<file path="config.mk">
export PLATFORM = sky130hd
export DESIGN_NAME = dl11_serial_core
export DESIGN_NICKNAME = d
export VERILOG_FILES = /design/src/rtl/dl11_serial_core.sv
export SDC_FILE = /design/constraint.sdc
export NUM_CORES = 1
export LEC_CHECK = 0
export ABC_AREA = 1
export ABC_CLOCK_PERIOD_IN_PS = 2700
export BUFFER_PORTS_ARGS = -buffer_cell sky130_fd_sc_hd__buf_2
export CAP_MARGIN = 0
export CORE_MARGIN = 5
export CORE_UTILIZATION = 63
export DETAILED_ROUTE_END_ITERATION = 10
export PLACE_DENSITY = 0.88
export SYNTH_ARGS = -nofsm -noshare
export SYNTH_HDL_FRONTEND = slang
export SYNTH_SLANG_ARGS = --single-unit
</file>
<file path="constraint.sdc">
create_clock -name clk -period 2.7 [get_ports clk]
set_clock_uncertainty 0.2 [all_clocks]
set_input_delay 0 -clock clk [delete_from_list [all_inputs] [get_ports clk]]
set_output_delay 0 -clock clk [all_outputs]
set_load 0.1 [all_outputs]
</file>
<file path="src/rtl/dl11_serial_core.sv">
// DL11 console serial core: baud-rate generator plus 8N1 UART transmitter
// and receiver. The baud "clocks" are single-cycle enables derived from clk,
// so the whole block lives in one clock domain. The register front-end uses
// ld_tx_data / uld_rx_data to hand bytes in and out.
module dl11_serial_core #(
  parameter int RX_DIV  = 326,  // clk cycles per 16x receive tick
  parameter int OVERSMP = 16    // receive ticks per bit time
) (
  input  logic       clk,
  input  logic       reset,
  input  logic       ld_tx_data,
  input  logic [7:0] tx_data,
  input  logic       tx_enable,
  output logic       tx_out,
  output logic       tx_empty,
  input  logic       uld_rx_data,
  output logic [7:0] rx_data,
  input  logic       rx_enable,
  input  logic       rx_in,
  output logic       rx_empty
);

  localparam int DIV_W = (RX_DIV  > 1) ? $clog2(RX_DIV)  : 1;
  localparam int OS_W  = (OVERSMP > 1) ? $clog2(OVERSMP) : 1;

  localparam logic [DIV_W-1:0] DIV_LAST = DIV_W'(RX_DIV - 1);
  localparam logic [OS_W-1:0]  OS_LAST  = OS_W'(OVERSMP - 1);
  // Last tick of the half-bit wait that centres sampling on each bit.
  localparam logic [OS_W-1:0]  OS_MID   = OS_W'(OVERSMP / 2 - 1);

  typedef enum logic [1:0] {TX_IDLE, TX_START, TX_DATA, TX_STOP} tx_state_e;
  typedef enum logic [1:0] {RX_IDLE, RX_START, RX_DATA, RX_STOP} rx_state_e;

  // ---------------------------------------------------------------------------
  // Baud-rate generator
  // ---------------------------------------------------------------------------
  logic [DIV_W-1:0] div_cnt_q, div_cnt_d;
  logic [OS_W-1:0]  os_cnt_q,  os_cnt_d;
  logic             rx_tick;
  logic             tx_tick;

  assign rx_tick = (div_cnt_q == DIV_LAST);
  assign tx_tick = rx_tick && (os_cnt_q == OS_LAST);

  // Divide clk down to the 16x tick, then count ticks to form the 1x tick.
  always_comb begin
    // NOTE: every output of a combinational block gets a default first, so no
    // path leaves it unassigned and no latch is inferred.
    div_cnt_d = div_cnt_q + DIV_W'(1);
    os_cnt_d  = os_cnt_q;
    if (rx_tick) begin
      div_cnt_d = '0;
      os_cnt_d  = (os_cnt_q == OS_LAST) ? '0 : os_cnt_q + OS_W'(1);
    end
  end

  // Baud counter registers.
  always_ff @(posedge clk) begin
    // NOTE: clocked state is updated with non-blocking assignments so every
    // flop samples pre-edge values regardless of statement order.
    if (reset) begin
      div_cnt_q <= '0;
      os_cnt_q  <= '0;
    end else begin
      div_cnt_q <= div_cnt_d;
      os_cnt_q  <= os_cnt_d;
    end
  end

  // ---------------------------------------------------------------------------
  // Transmitter
  // ---------------------------------------------------------------------------
  tx_state_e  tx_state_q, tx_state_d;
  logic [7:0] tx_shift_q, tx_shift_d;
  logic [2:0] tx_bit_q,   tx_bit_d;
  logic       tx_out_q,   tx_out_d;
  logic       tx_empty_q, tx_empty_d;

  assign tx_out   = tx_out_q;
  assign tx_empty = tx_empty_q;

  // Transmit FSM: accept one byte while idle, then shift start, 8 data bits
  // (LSB first) and stop, each held for one tx_tick period.
  always_comb begin
    tx_state_d = tx_state_q;
    tx_shift_d = tx_shift_q;
    tx_bit_d   = tx_bit_q;
    tx_out_d   = tx_out_q;
    tx_empty_d = tx_empty_q;
    unique case (tx_state_q)
      TX_IDLE: begin
        if (tx_empty_q) begin
          // A held ld_tx_data loads only once: tx_empty drops immediately.
          if (ld_tx_data && tx_enable) begin
            tx_shift_d = tx_data;
            tx_empty_d = 1'b0;
          end
        end else if (tx_tick) begin
          tx_state_d = TX_START;
          tx_out_d   = 1'b0;
        end
      end
      TX_START: begin
        if (tx_tick) begin
          tx_state_d = TX_DATA;
          tx_out_d   = tx_shift_q[0];
          tx_shift_d = {1'b0, tx_shift_q[7:1]};
          tx_bit_d   = '0;
        end
      end
      TX_DATA: begin
        if (tx_tick) begin
          if (tx_bit_q == 3'd7) begin
            tx_state_d = TX_STOP;
            tx_out_d   = 1'b1;
          end else begin
            tx_out_d   = tx_shift_q[0];
            tx_shift_d = {1'b0, tx_shift_q[7:1]};
            tx_bit_d   = tx_bit_q + 3'd1;
          end
        end
      end
      TX_STOP: begin
        if (tx_tick) begin
          tx_state_d = TX_IDLE;
          tx_empty_d = 1'b1;
        end
      end
      default: tx_state_d = TX_IDLE;
    endcase
  end

  // Transmit state registers; line returns high on the edge that sees reset.
  always_ff @(posedge clk) begin
    if (reset) begin
      tx_state_q <= TX_IDLE;
      tx_shift_q <= '0;
      tx_bit_q   <= '0;
      tx_out_q   <= 1'b1;
      tx_empty_q <= 1'b1;
    end else begin
      tx_state_q <= tx_state_d;
      tx_shift_q <= tx_shift_d;
      tx_bit_q   <= tx_bit_d;
      tx_out_q   <= tx_out_d;
      tx_empty_q <= tx_empty_d;
    end
  end

  // ---------------------------------------------------------------------------
  // Receiver
  // ---------------------------------------------------------------------------
  logic            rx_sync1_q, rx_sync2_q;
  rx_state_e       rx_state_q, rx_state_d;
  logic [OS_W-1:0] rx_cnt_q,   rx_cnt_d;
  logic [2:0]      rx_bit_q,   rx_bit_d;
  logic [7:0]      rx_shift_q, rx_shift_d;
  logic [7:0]      rx_data_q,  rx_data_d;
  logic            rx_empty_q, rx_empty_d;

  assign rx_data  = rx_data_q;
  assign rx_empty = rx_empty_q;

  // Two-flop synchroniser for the asynchronous serial input; idles high.
  always_ff @(posedge clk) begin
    if (reset) begin
      rx_sync1_q <= 1'b1;
      rx_sync2_q <= 1'b1;
    end else begin
      rx_sync1_q <= rx_in;
      rx_sync2_q <= rx_sync1_q;
    end
  end

  // Receive FSM: find the start edge, qualify it at mid-bit, then sample
  // data and stop bits every OVERSMP ticks. A completed byte overrides a
  // same-cycle unload so the new byte is never lost.
  always_comb begin
    rx_state_d = rx_state_q;
    rx_cnt_d   = rx_cnt_q;
    rx_bit_d   = rx_bit_q;
    rx_shift_d = rx_shift_q;
    rx_data_d  = rx_data_q;
    rx_empty_d = rx_empty_q;

    if (uld_rx_data) rx_empty_d = 1'b1;

    if (!rx_enable) begin
      rx_state_d = RX_IDLE;
      rx_cnt_d   = '0;
      rx_bit_d   = '0;
    end else begin
      unique case (rx_state_q)
        RX_IDLE: begin
          if (rx_tick && !rx_sync2_q) begin
            rx_state_d = RX_START;
            rx_cnt_d   = '0;
          end
        end
        RX_START: begin
          if (rx_tick) begin
            if (rx_cnt_q == OS_MID) begin
              rx_cnt_d   = '0;
              rx_bit_d   = '0;
              rx_state_d = rx_sync2_q ? RX_IDLE : RX_DATA;
            end else begin
              rx_cnt_d = rx_cnt_q + OS_W'(1);
            end
          end
        end
        RX_DATA: begin
          if (rx_tick) begin
            if (rx_cnt_q == OS_LAST) begin
              rx_cnt_d   = '0;
              rx_shift_d = {rx_sync2_q, rx_shift_q[7:1]};
              if (rx_bit_q == 3'd7) rx_state_d = RX_STOP;
              else                  rx_bit_d   = rx_bit_q + 3'd1;
            end else begin
              rx_cnt_d = rx_cnt_q + OS_W'(1);
            end
          end
        end
        RX_STOP: begin
          if (rx_tick) begin
            if (rx_cnt_q == OS_LAST) begin
              rx_cnt_d   = '0;
              rx_state_d = RX_IDLE;
              // A low stop bit is a framing error: the byte is dropped.
              if (rx_sync2_q) begin
                rx_data_d  = rx_shift_q;
                rx_empty_d = 1'b0;
              end
            end else begin
              rx_cnt_d = rx_cnt_q + OS_W'(1);
            end
          end
        end
        default: rx_state_d = RX_IDLE;
      endcase
    end
  end

  // Receive state registers.
  always_ff @(posedge clk) begin
    if (reset) begin
      rx_state_q <= RX_IDLE;
      rx_cnt_q   <= '0;
      rx_bit_q   <= '0;
      rx_shift_q <= '0;
      rx_data_q  <= '0;
      rx_empty_q <= 1'b1;
    end else begin
      rx_state_q <= rx_state_d;
      rx_cnt_q   <= rx_cnt_d;
      rx_bit_q   <= rx_bit_d;
      rx_shift_q <= rx_shift_d;
      rx_data_q  <= rx_data_d;
      rx_empty_q <= rx_empty_d;
    end
  end

endmodule

</file>
==> results of run 1 <==
==> worst reg2reg max path, stage by stage, from the launching register on <==
cell and delay (ns):
dfxtp_1 0.39, inv_1 0.09, ha_1 0.29, nor2_1 0.22, nand2_1 0.13, and3_1 0.26
nand2_4 0.18, nand2_1 0.09, nand2_1 0.07, nor2_1 0.04
==> worst min path at each step <==
stage / cells past startpoint / end
after floorplan: 1 / tx_bit_q[2]
after CTS: 6 / tx_shift_q[7]
final: 6 / tx_shift_q[7]
after global placement: 2 / rx_sync1_q
after global routing: 6 / tx_shift_q[7]
after detailed placement: 2 / rx_sync1_q
==> flip-flops by register name, indices dropped and copies added, names as in the netlist, 2 cells and up, named ones only <==
name        count
div_cnt_q       9
rx_data         8
rx_shift_q      8
tx_shift_q      8
os_cnt_q        4
rx_cnt_q        4
rx_bit_q        3
tx_bit_q        3
tx_state_q      2
==> layout make-up <==
type                    instances  area (sq um)  share of cell area (%)
multi-input cells             289          1420                    44.1
flip-flops and latches         56          1120                    34.7
repair buffers                 41           283                    8.76
inverters                      59           226                    7.02
clock buffers                   6          72.6                    2.25
well taps                      52          65.1                    2.02
clock inverters                 2          35.0                    1.09
==> timing repair <==
| item | 4_1_cts | 5_1_grt |
|---|---|---|
| hold buffers | 15 | 0 |
| hold endpoints to repair | 20 | 0 |
| endpoints found under the setup margin | 0 | 0 |
==> placed cells by master (no fill, tap or decap), types with 6 or more instances in the layout <==
cell type        n
o21ai_0         12
nand2_2          6
nor2_1          73
a21oi_1         20
nand3_1         20
inv_1           56
ha_1            12
buf_2           25
nand2_1        109
dfxtp_1         56
dlygate4sd3_1   15
==> layer usage <==
| layer | global-route usage (%) | vias up |
|---|---|---|
| met5 | 0 | - |
| li1 | - | 1354 |
| met3 | 4.10 | 11 |
| met1 | 23.4 | 1124 |
| met4 | 5.84 | 0 |
| met2 | 36.2 | 50 |
==> power by group <==
part,switching [mW],internal (mW),leakage (nW)
clock,0.258,0.276,0.0552
sequential,0.00840,0.840,0.454
combinational,0.0574,0.0437,1.12
==> per-stage QoR <==
stage | hold slack [ns] | cell area (sq um) | setup WS, ns
2_1_floorplan | -0.131 | 2830 | 0.594
3_3_place_gp | -0.0178 | 2970 | 0.782
3_5_place_dp | -0.0155 | 2970 | 0.723
4_1_cts | 0.150 | 3230 | 0.711
5_1_grt | 0.207 | 3230 | 0.508
6_report | 0.182 | 3230 | 0.661
==> cells by family (layout without fill, tap and decap cells) <==
family | count (synthesis) | count (layout) | synth area share (%)
simple gates | 235 | 235 | 36.8
buf+inv | 67 | 108 | 10.2
flops | 56 | 56 | 39.6
compound gates | 40 | 40 | 7.55
fa+ha+maj | 12 | 12 | 5.30
xor+xnor | 2 | 2 | 0.618
==> results.json, run 1 <==
{
  "outcome": "complete, no violations",
  "crit_start": "tx_state_q[0]",
  "rsz0062_at_grt": "no",
  "worstPathMaxFanout": 14,
  "die_height_um": 77.1,
  "numClockSinks": 56,
  "crit_required_ns": 2.71,
  "fmax_mhz": 490,
  "track_usage_pct": 19.9,
  "post_cts_resized": 0,
  "dp_hpwl_mm": 3.72,
  "ir_worst_vdd_v": 0.000353,
  "crit_path_start_kind": "register",
  "ys_ff_latch": 56,
  "routed-wl-met3_um": 213,
  "wl_mm": 5.54,
  "avgSynthCellArea_sq_um": 6.88,
  "io_buffers": 25,
  "tightest_slew_ns": 0.485,
  "cts_setup_buffers": 0,
  "leakage_nw": 1.62,
  "diodes": 0,
  "clkLatencyLatePin_ns": 0.31,
  "utilization_pct": 74.1,
  "grt_overflow": 0,
  "critPathBufInv": 1,
  "synth_cell_type_count": 35,
  "wire_per_inst_um": 11.0,
  "cts_tree": "built",
  "numPlacedInstances": 482,
  "synth_flop_cell": "dfxtp_1",
  "fin_nets": 479,
  "total_power_mw": 1.48,
  "htree_levels": 2,
  "synth_area_leader_cell": "dfxtp_1",
  "gp_congestion": 0.906,
  "wl_met1_mm": 2.44,
  "wl_met2_mm": 2.80,
  "cts.clk_slew.worst_paths_ns": 0.10,
  "synth.most_common_cell": "nand2_1",
  "num_vias": 2539,
  "cp_common_cell": "nand2_1",
  "clockBufferDepth": 2,
  "row_count": 24,
  "r2r_end": "tx_shift_q[4]",
  "post-route-period-util_pct": 75.5,
  "hold_start": "ld_tx_data",
  "drt-initial-drc-count": 157,
  "yosys_warnings": 0,
  "cp_cell_sequence": "inv_1 -> ha_1 -> nor2_1 -> nand2_1 -> and3_1 -> nand2_4 -> nand2_1 -> nand2_1 -> nor2_1",
  "dr.pass1.iters": 4,
  "postRouteAntennaNets": 0,
  "drive_above_1_share_pct": 12.1,
  "yosys.area.top_type_share_pct": 39.6,
  "antenna_found_initial": 0,
  "synthesis.area_sq_mm": 0.00283,
  "grt_start_max_net_pins": 35,
  "highest_layer": "met4",
  "grt_pass1_wl_mm": 10.0,
  "die_area_sq_mm": 0.00594,
  "syn_inst": 412,
  "core_region_area_sq_mm": 0.00435,
  "layoutNonFillerInstCount": 505,
  "drc": 0,
  "first_global_vias": 2434,
  "critPathMaxStageDelay_ns": 0.39,
  "vias_per_cell": 5.03,
  "fillers": 322,
  "die_width_um": 77.1,
  "critical-path-top-delay-family": "simple AND/OR/NAND/NOR gates",
  "synth_area_leaders": "dfxtp_1 (40%), nand2_1 (14%), nor2_1 (9.7%)",
  "synth-seq-area-share_pct": 39.6,
  "hp-class": "in2reg",
  "r2r_slack_ns": 0.66,
  "setup_viol": 0,
  "start_util_pct": 65.1,
  "relSlewSlack_pct": 67.6,
  "slew_violations": 0,
  "worstPathArrival_ns": 2.05,
  "cap_violations": 0,
  "root_buffer": "clkbuf_8",
  "io_pins": 26,
  "syn2layout_area_growth_pct": 13.9,
  "fin_crit_ns": 2.04,
  "cp.depth": 9,
  "worst-r2r-cell-count": 9,
  "cts_made_buffers": 5,
  "reg2reg_from": "tx_state_q[0]",
  "synth_common_cells": "nand2_1 (109), nor2_1 (73), dfxtp_1 (56), inv_1 (56)",
  "final-hold-violation-count": 0,
  "pwr_density_cell_mw_per_mm2": 459,
  "crit_end": "tx_shift_q[4]",
  "async_flop_share_pct": 0,
  "syn_nets": 439,
  "synth_edf_count": 0,
  "critical_path.slowest_cell": "dfxtp_1",
  "crit_type": "reg2reg",
  "endpoint_kind": "register",
  "fin_setup_tns_ns": 0
}
Power figures use the tool's default switching activity.
==> inputs of run 2 (changes only) <==
Settings changed: ABC_CLOCK_PERIOD_IN_PS 2700 to 1900, CORE_UTILIZATION 63 to 59, PLACE_DENSITY 0.88 to 0.83.
Clock period 2.7 ns to 1.9 ns, I/O delays scaled along.
==> run 2 against run 1 <==
Critical endpoint is now rx_cnt_q[2]. Critical path depth up 1. Setup slack worse by 0.57 ns. Non-clock buffer count up 8. Largest cell class unchanged.
==> results.json, run 2 (synthesis gave the netlist of run 1 again) <==
{
  "grt_pass1_wl_mm": 10.4,
  "fin_nets": 490,
  "post-route-period-util_pct": 95.4,
  "gp_congestion": 0.876,
  "drive_above_1_share_pct": 16.6,
  "wl_mm": 6.26,
  "regMostFlops": "div_cnt_q",
  "grt_overflow": 0,
  "clkLatencyLatePin_ns": 0.31,
  "root_buffer": "clkbuf_8",
  "place_area_sq_mm": 0.00303,
  "track_usage_pct": 20.3,
  "fmax_mhz": 551,
  "crit_required_ns": 1.90,
  "slew_violations": 0,
  "largest_reg_flops": 9,
  "first_global_vias": 2561,
  "tightest_slew_ns": 0.498,
  "start_util_pct": 60.4,
  "io_buffers": 25,
  "rsz0062_at_grt": "yes",
  "mostFrequentLayoutCell": "nand2_1",
  "setup_viol": 0,
  "diodes": 0,
  "final-hold-violation-count": 0,
  "grt_start_max_net_pins": 34,
  "num_vias": 2647,
  "cts_made_buffers": 5,
  "row_count": 25,
  "fin_crit_ns": 1.81,
  "die_area_sq_mm": 0.00629,
  "syn2layout_area_growth_pct": 18.2,
  "numClockSinks": 56,
  "drt-initial-drc-count": 116,
  "worstPathArrival_ns": 1.82,
  "postRouteAntennaNets": 0,
  "cts.clk_slew.worst_paths_ns": 0.09,
  "vias_per_cell": 5.11,
  "ir_worst_vdd_v": 0.000510,
  "utilization_pct": 71.4,
  "dr.pass1.iters": 4,
  "die_height_um": 79.3,
  "endpoint_kind": "register",
  "mostFrequentLayoutCells": "nand2_1 (109), nor2_1 (72), inv_1 (55)",
  "io_pins": 26,
  "dp_hpwl_mm": 4.08,
  "htree_levels": 2,
  "leakage_nw": 1.67,
  "cts_tree": "built",
  "relSlewSlack_pct": 67.0,
  "cap_violations": 0,
  "antenna_found_initial": 0,
  "pwr_density_cell_mw_per_mm2": 611,
  "die_width_um": 79.3,
  "drc": 0,
  "final_area_sq_mm": 0.00335,
  "clockBufferDepth": 2,
  "crit_path_start_kind": "register",
  "wire_per_inst_um": 12.1,
  "crit_type": "reg2reg",
  "hp-class": "in2reg",
  "core_region_area_sq_mm": 0.00469,
  "worstPathMaxFanout": 8,
  "outcome": "complete, no violations"
}
run 2: cell types whose count changed in the layout (fill, tap and decap cells not counted), sizes merged:
cell and delta:
buf +9, bufinv -1, clkinv -1, clkinvlp +4, dlygate4sd3 -1, inv -1
nand2 +1, nand4 +1
run 2: layout make-up:
cell class,count,area (sq um)
clock buffers,6,82.6
clock inverters,2,15.0
fillers,387,1340
inverters,59,230
multi-input cells,291,1480
flip-flops and latches,56,1120
well taps,54,67.6
repair buffers,49,340
repair inverters,1,5.00
run 2: repair_timing:
action | in CTS | in global routing
endpoints found under the setup margin | 0 | 33
hold buffers | 14 | 0
setup buffers | 0 | 2
endpoints found under the hold margin | 22 | 0
gates resized for setup | 0 | 13
run 2: per-layer routing:
| layer | wire length (um) | up-vias | GRT usage, % |
|---|---|---|---|
| met1 | 2750 | 1209 | 22.7 |
| met4 | 93 | 0 | 6.36 |
| met2 | 3200 | 52 | 38.5 |
| met3 | 219 | 8 | 3.97 |
| met5 | 0 | - | 0 |
| li1 | - | 1378 | - |
run 2: final timing paths:
path	start	end	slack, ns	cells past startpoint
min	rx_enable	register	0.06	6
min reg2reg	rx_sync1_q	rx_sync2_q	0.22	1
max reg2reg	div_cnt_q[1]	rx_cnt_q[2]	0.09	10
max	div_cnt_q[1]	rx_cnt_q[2]	0.09	10
run 2: through the flow:
step | hold WS (ns) | worst slack (ns) | power (mW) | cells | TNS, ns
6_report | 0.0642 | 0.0868 | 2.05 | 518 | 0
5_1_grt | 0.0765 | -0.0224 | 2.12 | 518 | -0.0552
4_1_cts | 0.0312 | 0.0120 | 2.04 | 513 | 0
3_5_place_dp | -0.0151 | 0.0307 | 1.35 | 491 | 0
2_1_floorplan | -0.131 | 0.106 | 1.32 | 412 | 0
3_3_place_gp | -0.0167 | 0.112 | 1.35 | 491 | 0
run 2: worst max-delay path: stages, from the launching register on:
cell and delay, ns:
dfxtp_1 0.33, inv_1 0.05, ha_1 0.13, nand2_1 0.08
nor2_4 0.17, nand2_4 0.12, buf_4 0.18, a21oi_2 0.16
inv_1 0.10, o21ai_1 0.14, nor2_1 0.05
run 2: power by group:
| part | internal (mW) | leakage (nW) | switching (mW) |
|---|---|---|---|
| logic | 0.0652 | 1.17 | 0.0862 |
| clock network | 0.296 | 0.0434 | 0.392 |
| registers | 1.19 | 0.455 | 0.0121 |
| total | 1.56 | 1.67 | 0.490 |
